**src/rtl/me_lsu.sv**
```systemverilog
// Memory-access stage: turns EX/MEM load/store requests into data-bus transactions and aligns load data.
// Optional ME_LSU_ACCESS_CNT_EN adds ld_cnt/st_cnt completed-access counters.
module me_lsu #(
  parameter int unsigned AW = 64,
  parameter int unsigned DW = 64
) (
  input  logic          clk,
  input  logic          rst_n,
  input  logic          me_mem_rena,
  input  logic          me_mem_wena,
  input  logic          me_mem_ext_un,
  input  logic [7:0]    me_mem_byte_enable,
  input  logic [DW-1:0] me_alu_result,
  input  logic [DW-1:0] me_new_rs2_data,
  input  logic          stall_keep,
  output logic          stall_req,
  output logic          misalign_err,
  output logic [DW-1:0] me_rd_wdata,
  output logic          dbus_req_valid,
  input  logic          dbus_req_ready,
  output logic          dbus_we,
  output logic [AW-1:0] dbus_addr,
  output logic [DW-1:0] dbus_wdata,
  output logic [7:0]    dbus_wstrb,
  input  logic          dbus_resp_valid,
  input  logic [DW-1:0] dbus_rdata
`ifdef ME_LSU_ACCESS_CNT_EN
  ,
  output logic [31:0]   ld_cnt,
  output logic [31:0]   st_cnt
`endif
);

  localparam logic [1:0] S_IDLE = 2'd0;
  localparam logic [1:0] S_REQ  = 2'd1;
  localparam logic [1:0] S_WAIT = 2'd2;
  localparam logic [1:0] S_DONE = 2'd3;

  logic [1:0]    state_q, state_d;
  logic          we_q, we_d;
  logic          is_load_q, is_load_d;
  logic          ext_un_q, ext_un_d;
  logic [2:0]    off_q, off_d;
  logic [7:0]    size_q, size_d;
  logic [7:0]    wstrb_q, wstrb_d;
  logic [AW-1:0] addr_q, addr_d;
  logic [DW-1:0] wdata_q, wdata_d;
  logic [DW-1:0] load_q, load_d;

  logic          access_c;
  logic [2:0]    off_c;
  logic [15:0]   be_shift_c;
  logic          misalign_c;
  logic [DW-1:0] shifted_c;
  logic [DW-1:0] extract_c;

  assign access_c   = me_mem_rena | me_mem_wena;
  assign off_c      = me_alu_result[2:0];
  assign be_shift_c = {8'b0, me_mem_byte_enable} << off_c;
  assign misalign_c = access_c & (|be_shift_c[15:8]);

  // Load alignment: bring the addressed byte to bit 0, then size and extend
  assign shifted_c = dbus_rdata >> {off_q, 3'b000};

  always_comb begin
    extract_c = shifted_c;
    case (size_q)
      8'h01: extract_c = ext_un_q ? DW'(shifted_c[7:0])
                                  : {{(DW-8){shifted_c[7]}}, shifted_c[7:0]};
      8'h03: extract_c = ext_un_q ? DW'(shifted_c[15:0])
                                  : {{(DW-16){shifted_c[15]}}, shifted_c[15:0]};
      8'h0F: extract_c = ext_un_q ? DW'(shifted_c[31:0])
                                  : {{(DW-32){shifted_c[31]}}, shifted_c[31:0]};
      default: extract_c = shifted_c;
    endcase
  end

  // Next state, latched request fields and stage outputs
  always_comb begin
    state_d      = state_q;
    we_d         = we_q;
    is_load_d    = is_load_q;
    ext_un_d     = ext_un_q;
    off_d        = off_q;
    size_d       = size_q;
    wstrb_d      = wstrb_q;
    addr_d       = addr_q;
    wdata_d      = wdata_q;
    load_d       = load_q;
    stall_req    = 1'b0;
    misalign_err = 1'b0;
    me_rd_wdata  = '0;
    case (state_q)
      S_IDLE: begin
        if (misalign_c) begin
          misalign_err = 1'b1;
        end else begin
          me_rd_wdata = me_alu_result;
          if (access_c) begin
            stall_req = 1'b1;
            state_d   = S_REQ;
            we_d      = me_mem_wena & ~me_mem_rena;
            is_load_d = me_mem_rena;
            ext_un_d  = me_mem_ext_un;
            off_d     = off_c;
            size_d    = me_mem_byte_enable;
            wstrb_d   = be_shift_c[7:0];
            addr_d    = AW'({me_alu_result[DW-1:3], 3'b000});
            wdata_d   = me_new_rs2_data << {off_c, 3'b000};
          end
        end
      end
      S_REQ: begin
        stall_req = 1'b1;
        if (dbus_req_ready) state_d = S_WAIT;
      end
      S_WAIT: begin
        stall_req = 1'b1;
        if (dbus_resp_valid) begin
          state_d = S_DONE;
          if (is_load_q) load_d = extract_c;
        end
      end
      default: begin
        me_rd_wdata = is_load_q ? load_q : '0;
        if (!stall_keep) state_d = S_IDLE;
      end
    endcase
  end

  always_ff @(posedge clk or negedge rst_n) begin
    if (!rst_n) begin
      state_q   <= S_IDLE;
      we_q      <= 1'b0;
      is_load_q <= 1'b0;
      ext_un_q  <= 1'b0;
      off_q     <= 3'd0;
      size_q    <= 8'd0;
      wstrb_q   <= 8'd0;
      addr_q    <= '0;
      wdata_q   <= '0;
      load_q    <= '0;
    end else begin
      state_q   <= state_d;
      we_q      <= we_d;
      is_load_q <= is_load_d;
      ext_un_q  <= ext_un_d;
      off_q     <= off_d;
      size_q    <= size_d;
      wstrb_q   <= wstrb_d;
      addr_q    <= addr_d;
      wdata_q   <= wdata_d;
      load_q    <= load_d;
    end
  end

  assign dbus_req_valid = (state_q == S_REQ);
  assign dbus_we        = we_q;
  assign dbus_addr      = addr_q;
  assign dbus_wdata     = wdata_q;
  assign dbus_wstrb     = wstrb_q;

`ifdef ME_LSU_ACCESS_CNT_EN
  logic [31:0] ld_cnt_q, ld_cnt_d;
  logic [31:0] st_cnt_q, st_cnt_d;

  // Count accesses as they complete on the WAIT->DONE transition
  always_comb begin
    ld_cnt_d = ld_cnt_q;
    st_cnt_d = st_cnt_q;
    if ((state_q == S_WAIT) && dbus_resp_valid) begin
      if (is_load_q) ld_cnt_d = ld_cnt_q + 32'd1;
      else           st_cnt_d = st_cnt_q + 32'd1;
    end
  end

  always_ff @(posedge clk or negedge rst_n) begin
    if (!rst_n) begin
      ld_cnt_q <= 32'd0;
      st_cnt_q <= 32'd0;
    end else begin
      ld_cnt_q <= ld_cnt_d;
      st_cnt_q <= st_cnt_d;
    end
  end

  assign ld_cnt = ld_cnt_q;
  assign st_cnt = st_cnt_q;
`endif

endmodule

```
**config.mk**
```make
export PLATFORM = sky130hd
export DESIGN_NAME = me_lsu
export DESIGN_NICKNAME = d
export VERILOG_FILES = /design/src/rtl/me_lsu.sv
export SDC_FILE = /design/constraint.sdc
export NUM_CORES = 1
export LEC_CHECK = 0
export BUFFER_PORTS_ARGS = -buffer_cell sky130_fd_sc_hd__buf_2
export CAP_MARGIN = 20
export CORE_AREA = 2 2 160 162
export DETAILED_ROUTE_END_ITERATION = 6
export DIE_AREA = 0 0 162 164
export MAX_ROUTING_LAYER = met4
export PLACE_DENSITY = 0.78
export SYNTH_ARGS = -nofsm -noshare
export SYNTH_HDL_FRONTEND = slang
export SYNTH_SLANG_ARGS = --single-unit
```
**constraint.sdc**
```tcl
create_clock -name clk -period 4.5 [get_ports clk]
set_input_delay 0.225 -clock clk [delete_from_list [all_inputs] [get_ports clk]]
set_output_delay 0.225 -clock clk [all_outputs]
set_load 0.05 [all_outputs]
```
==> impl_results.md, run 1 <==
- Cell with the most instances after synthesis: nand2_1
- Top-area cell type share of the netlist area: 0.437
- Grt ovf: 0
- Max Freq: 275 MHz
- HP Class: primary input to register
- Ys async rst share: 1.00
- Startpoint types: primary input
- Min Tclk post-route: 3.64 ns
- Hold Startpoint: me_alu_result[62]
- Largest family of logic cells by synthesized area: compound AO/OA/AOI/OAI gates
- Vias in the first global route: 11900
- Period utilization: 0.809
- I/O pin cnt: 412
- Wirelength per Cell: around 21 um
- Initial antenna violation count: 3
- CP top delay family: buffers and inverters
- CP arrival: 3.42 ns
- Post-synthesis sequential area ratio: 0.437
- Met1 GRT Util: 0.431
- Post-cts resize count: 0
- Post-CTS Setup Bufs: 0
- # port buffers: approximately 410
- Synth Area in XOR/XNOR: 0
- Area contributors post-synth: dfrtp_1 (44%), nand2_1 (10%), mux2i_1 (7.1%)
- Sw frac: 0.518
- Final hold vios: 0
- Slowest CP cell: dlygate4sd3_1
- Post-Syn Area: 12200 um^2
- H-tree depth: 1
- Most frequent cells after synthesis: nand2_1 (338), dfrtp_1 (213), mux2i_1 (86)
- CP startpoint: me_mem_byte_enable[2]
- Final HPWL DP: between 30000 and 40000 um
- Leak pwr: roughly 8 nW
- Die width: between 150 and 200 um
- DP Area: 14300 um^2
- Critical Path RT: about 4.3 ns
- Post-Synth Simple-Gate Area: 0.162
- Adder-cell area share of the yosys netlist: 0.00410
- Clock Path Buffers: 3
- Ys flop type: dfrtp_1
- Clock Skew: 0.0253 ns
- RSZ-0062 raised after global routing: no
- Clock power frac: 0.158
- Max-slew headroom: 0.281
- Sequential power share: 0.288
- Mapped Cells: around 1300
- Worst path most repeated cell: buf_2
- Post-synth top area cell: dfrtp_1
- FF-to-FF Start: state_q[0]$_DFFE_PN0P_
- Initial DRC Count: 1278
- Final Cell Area: 15900 um^2
- Routed Antenna Nets: 0
- Power Density: 800 nW/um^2
- Total chip power: approximately 13 mW
- Cts bufs inserted: 25
- GRT Overall Usage: 0.329
- Netlist cell types: 48
- First-pass GRT wire length: 66300 um
- GR peak layer: met2
- Power Internal: 6.13 mW
- Largest net degree at the start of global routing: 109
- Core ar.: 24800 um^2
- Stages on the worst setup path: 9
- Detailed Routing Iterations Pass 1: 5
- GPL Wtd Cong: 0.920
- Met3 global-route usage: 0.0487
- Initial Util: 0.491
- Via density: 5.82
- NumNets Final: ~1900
- Non-filler instance count after layout: 2072
- Combinational share of power: 0.554
- Rows: between 50 and 60
- Max-Cap Viols: 0
- Post-synthesis compound-gate area fraction: 0.195
- Slowest stage delay, CP: about 0.56 ns
- Die area: around 27000 um^2
- Clk sinks: between 200 and 250
- Flop2flop setup slack: 1.62 ns
- Final Worst Setup Slack: roughly 0.86 ns
- FF+latch count, synth: 213
- Clock latency on the worst-skew pair: 0.53 ns
- Reg clk slew, reported paths: 0.05 ns
- Max Slew Vio Count: 0
- Wirelength, routed: 43700 um
- Post-synthesis mux area share: 0.154
- Layout Area Growth over Synthesis: 30.4%
- TritonCTS clock tree: yes
- Worst VDD drop: around 500 uV
- Utilization after layout: 0.641
- Worst reg-to-reg path cell count: 7
- Dpl cells: 1948
- Worst hold margin: ~0.032 ns
- Hold depth: 3
- Dpl ws: 1.32 ns
- CP Buf/Inv Count: 4
- Outcome: complete, no violations
- Worst-margin pin slew: 1.08 ns
- Type of the worst setup path: primary input to output port
- Sw Pwr: 6.59 mW
- Setup crit end kind: output port
- Routed via count: 12100
- # DRC: 0
- Fin Setup TNS: 0 ns
- # setup viols final: 0
- Met2 usage: 0.529
- CTS root buf: clkbuf_16
- Syn avg cell area: between 9 and 10 um^2
- Die height: approximately 160 um
- Syn. warnings: 0
- CP Max Fanout: 62
- Crit-path cells: dlygate4sd3_1, buf_2, mux4_2, o41ai_1, a21oi_1, nor2b_4, buf_4, a22o_1, buf_2
- Post-synth EDFFs: 0
- Share of cells above drive strength 1: 0.306
==> layer usage <==
metal,vias to the layer above,part of all wire
li1,5481,-
met1,5859,0.41
met2,611,0.48
met3,109,0.073
met4,0,0.034
met5,-,0
==> logic make-up (layout without fill, tap and decap cells) <==
family	count (synthesis)	after routing
AND/OR/NAND/NOR	482	482
AO/OA/AOI/OAI	339	339
flip-flops	213	213
multiplexers	144	144
buffers and inverters	121	554
adder cells (fa/ha/maj)	4	4
other	1	6
==> state kept, by name, indices dropped and copies added (netlist names) <==
signal,cells
off_q,3
state_q,2
dbus_we,1
size_q,8
dbus_addr,61
dbus_wstrb,8
dbus_wdata,64
ext_un_q,1
load_q,64
is_load_q,1
==> tightest hold or removal path: cells and delay by family <==
family | cells | cell delay [ns]
and+or+nand+nor | 2 | 0.16
buffers and inverters | 1 | 0.13
==> area by class of cell <==
class | count | area [um^2]
diodes | 3 | 7.51
clock buffers | 34 | 729
clock inverters | 9 | 86.3
fillers | 2100 | 8920
inverters | 10 | 37.5
multi-input cells | 972 | 6320
flip-flops and latches | 213 | 5330
well taps | 330 | 413
repair buffers | 501 | 2980
==> worst paths after layout <==
kind,end
setup / recovery,me_rd_wdata[32]
hold / removal,dbus_addr[62]$_DFFE_PN0P_
setup reg to reg,dbus_wdata[3]$_DFFE_PN0P_
hold reg to reg,dbus_addr[50]$_DFFE_PN0P_
max in group asynchronous,off_q[0]$_DFFE_PN0P_
min in group asynchronous,dbus_addr[10]$_DFFE_PN0P_
==> power by group through the flow <==
stage	Clock, mW	Sequential, mW	Combinational (mW)
after detailed placement	0	3.67	6.93
after global placement	0	3.66	6.84
after global routing	2.12	3.77	7.44
after floorplan	0	5.36	3.36
after CTS	2.05	3.65	7.01
final	2.01	3.66	7.05
==> cells in the final DEF, fill, tap and decap left out, drive strengths merged, types with 2 or more instances in the layout <==
cell type	synthesis	final
conb	1	3
o21a	12	12
buf	54	424
a2bb2oi	5	5
mux4	32	32
nor2b	26	26
and3	10	10
a21oi	51	51
clkinv	1	5
o22ai	12	12
a22o	73	73
clkbuf	57	34
nand2b	7	7
a22oi	2	2
nor2	71	71
a211oi	31	31
o41ai	2	2
a21o	3	3
o41a	2	2
nand2	338	338
o21ai	73	73
inv	9	12
mux2	26	26
mux2i	86	86
dfrtp	213	213
nand3	3	3
dlygate4sd3	0	77
o22a	46	46
o31a	2	2
a31oi	15	15
diode	0	3
and2	13	13
ha	4	4
o211ai	5	5
nor3	9	9
o2bb2ai	3	3
==> timing repair <==
action / 4_1_cts / 5_1_grt
hold endpoints to repair: 183 / 0
setup endpoints to repair: 0 / 0
hold buffers: 77 / 0
No activity file was read; power rests on OpenSTA's default activity.
==> run 2, diff against run 1 <==
--- a/config.mk
+++ b/config.mk
@@ -7,11 +7,10 @@
 export LEC_CHECK = 0
 export BUFFER_PORTS_ARGS = -buffer_cell sky130_fd_sc_hd__buf_2
 export CAP_MARGIN = 20
-export CORE_AREA = 2 2 160 162
+export CORE_UTILIZATION = 46
 export DETAILED_ROUTE_END_ITERATION = 6
-export DIE_AREA = 0 0 162 164
 export MAX_ROUTING_LAYER = met4
-export PLACE_DENSITY = 0.78
+export PLACE_DENSITY = 0.77
 export SYNTH_ARGS = -nofsm -noshare
 export SYNTH_HDL_FRONTEND = slang
 export SYNTH_SLANG_ARGS = --single-unit
==> constraint.sdc (replaced) <==
create_clock -name clk -period 3.2 [get_ports clk]
set_input_delay 0.16 -clock clk [delete_from_list [all_inputs] [get_ports clk]]
set_output_delay 0.16 -clock clk [all_outputs]
set_load 0.05 [all_outputs]
==> run 2 against run 1 <==
- first-iteration DRC count increased by 3.7%
- clock skew decreased by 0.017 ns
- largest cell class unchanged
- non-clock buffer count increased by 20
- wire length increased by 0.90%
- critical endpoint is now me_rd_wdata[22]
- worst setup slack got worse by 0.79 ns
- clock power increased by 37%
- register-to-register slack got worse by 1.1 ns
- critical path type unchanged
- count of clock-buffer cells in the layout increased by 4
- largest power group unchanged
- via count increased by 2.4%
- cell count increased by 1.3%
- worst hold slack got worse by 0.0055 ns
- sequential share of layout area decreased by 0.42 points
==> impl_results.md, run 2 (synthesized netlist as in run 1, its figures left out) <==
- Outcome: complete, no violations
- Type of the worst setup path: primary input to output port
- Dpl ws: 0.499 ns
- Multi-input gate area: approximately 6300 um^2
- Final Cell Area: 16100 um^2
- I/O pin cnt: 412
- DP Area: between 10000 and 15000 um^2
- Setup crit end kind: output port
- Sw Pwr: 9.32 mW
- Layout Area Growth over Synthesis: 32.1%
- Clock Path Buffers: 3
- Post-CTS Setup Bufs: 0
- Via density: between 5 and 6
- Clock power frac: 0.154
- Final hold vios: 0
- Dpl cells: 1970
- Power Density: 1120 nW/um^2
- Non-filler instance count after layout: 2098
- H-tree depth: 1
- Rows: 59
- Initial Util: 0.468
- Initial antenna violation count: 1
- Total chip power: 18.0 mW
- # setup viols final: 0
- Vias in the first global route: 11800
- Slowest stage delay, CP: 0.56 ns
- Final HPWL DP: 31200 um
- NumNets Final: 1955
- Grt ovf: 0
- Die height: between 150 and 200 um
- Combinational share of power: 0.567
- RSZ-0062 raised after global routing: no
- Fin Setup TNS: 0 ns
- Period utilization: 0.979
- Core ar.: between 20000 and 30000 um^2
- CTS root buf: clkbuf_16
- Die area: 27200 um^2
- Sw frac: 0.517
- Min Tclk post-route: around 3.1 ns
- Detailed Routing Iterations Pass 1: 7
- Slowest CP cell: dlygate4sd3_1
- GPL Wtd Cong: 0.980
- # port buffers: 408
- Max Freq: about 320 MHz
- # DRC: 0
- Worst hold margin: 0.0262 ns
- Startpoint types: primary input
- TritonCTS clock tree: yes
- Initial DRC Count: 1325
- Utilization after layout: 0.618
- Most common cell after layout, fill and taps aside: buf_2
- Largest net degree at the start of global routing: 119
- Die width: 165 um
- Sequential power share: 0.280
- Routed Antenna Nets: 0
- Commonest non-fill, non-tap cells in the layout: buf_2 (403), nand2_1 (338), dfrtp_1 (210)
- Share of cells above drive strength 1: 0.310
- Worst-margin pin slew: 0.932 ns
- Leak pwr: 8.09 nW
- Wirelength per Cell: 21.0 um
- Clk sinks: 213
- Final Worst Setup Slack: 0.0659 ns
- Wirelength, routed: 44100 um
- Register Area: 5330 um^2
- Worst path most repeated cell: buf_2
- Cts bufs inserted: 25
- Routed via count: between 10000 and 15000
- Max Slew Vio Count: 0
- Crit-path cells: dlygate4sd3_1, buf_2, mux4_2, o41ai_2, a21oi_1, nor2b_4, buf_12, a22o_1, buf_2
- Reg clk slew, reported paths: 0.05 ns
- CP arrival: between 2 and 3 ns
- Clock Skew: 0.00800 ns
- First-pass GRT wire length: roughly 65000 um
- Max-Cap Viols: 0
- Clock latency on the worst-skew pair: 0.52 ns
- Max-slew headroom: 0.371
- Worst VDD drop: 853 uV
- HP Class: primary input to register
- CP Max Fanout: 32
- Filler cells: roughly 2200
- Power Internal: roughly 8.7 mW
- GRT Overall Usage: 0.321
- Critical Path RT: 3.04 ns
run 2: changes by cell type in the layout (fill, tap and decap cells not counted), sizes merged:
cell | previous run | this run
buf | 424 | 437
dlygate4sd3 | 77 | 80
inv | 12 | 9
clkbuf | 34 | 42
run 2: metal layers:
metal,global-route usage,part of all wire,routed length [um]
met1,0.403,0.40,17800
met2,0.498,0.46,20500
met3,0.0470,0.077,3380
met4,0.181,0.057,2510
met5,-,0,0
run 2: power groups by stage:
| stage | combinational, mW | clock [mW] | sequential, mW |
|---|---|---|---|
| floorplan | 4.72 | 0 | 7.54 |
| global placement | 9.81 | 0 | 5.03 |
| detailed placement | 9.95 | 0 | 5.07 |
| CTS | 10.1 | 2.79 | 5.03 |
| global route | 10.8 | 2.91 | 5.18 |
| finish | 10.2 | 2.76 | 5.04 |
run 2: timing repair:
action,CTS,global route
gates resized for setup,0,4
hold buffers,80,0
hold endpoints to repair,194,0
endpoints found under the setup margin,0,63
run 2: area by class of cell:
class / count / area share
Clock inverter: 6 / 0.00357
Inverter: 10 / 0.00233
Antenna cell: 3 / 0.000466
Tap cell: 335 / 0.0260
Clock buffer: 38 / 0.0456
Sequential cell: 213 / 0.331
Timing Repair Buffer: 521 / 0.198
Multi-Input combinational cell: 972 / 0.393
run 2: final timing paths:
check                           cells past startpoint  slack (ns)                    endpoint                       from
worst max-delay path                                9        0.07             me_rd_wdata[22]      me_mem_byte_enable[4]
worst min-delay path                                3        0.03        off_q[0]$_DFFE_PN0P_           me_alu_result[0]
worst max register to register                      7        0.57      load_q[37]$_DFFE_PN0P_       off_q[2]$_DFFE_PN0P_
worst min register to register                      2        0.46   dbus_addr[57]$_DFFE_PN0P_  dbus_addr[57]$_DFFE_PN0P_
max in group asynchronous                           3        2.08  dbus_wdata[55]$_DFFE_PN0P_                      rst_n
min in group asynchronous                           2        0.28   dbus_addr[10]$_DFFE_PN0P_                      rst_n
run 2: critical path: cells and delay by family:
| family | cells | cell delay [ns] |
|---|---|---|
| buffers and inverters | 4 | 1.25 |
| AO/OA/AOI/OAI | 3 | 0.77 |
| multiplexers | 1 | 0.52 |
| AND/OR/NAND/NOR | 1 | 0.25 |
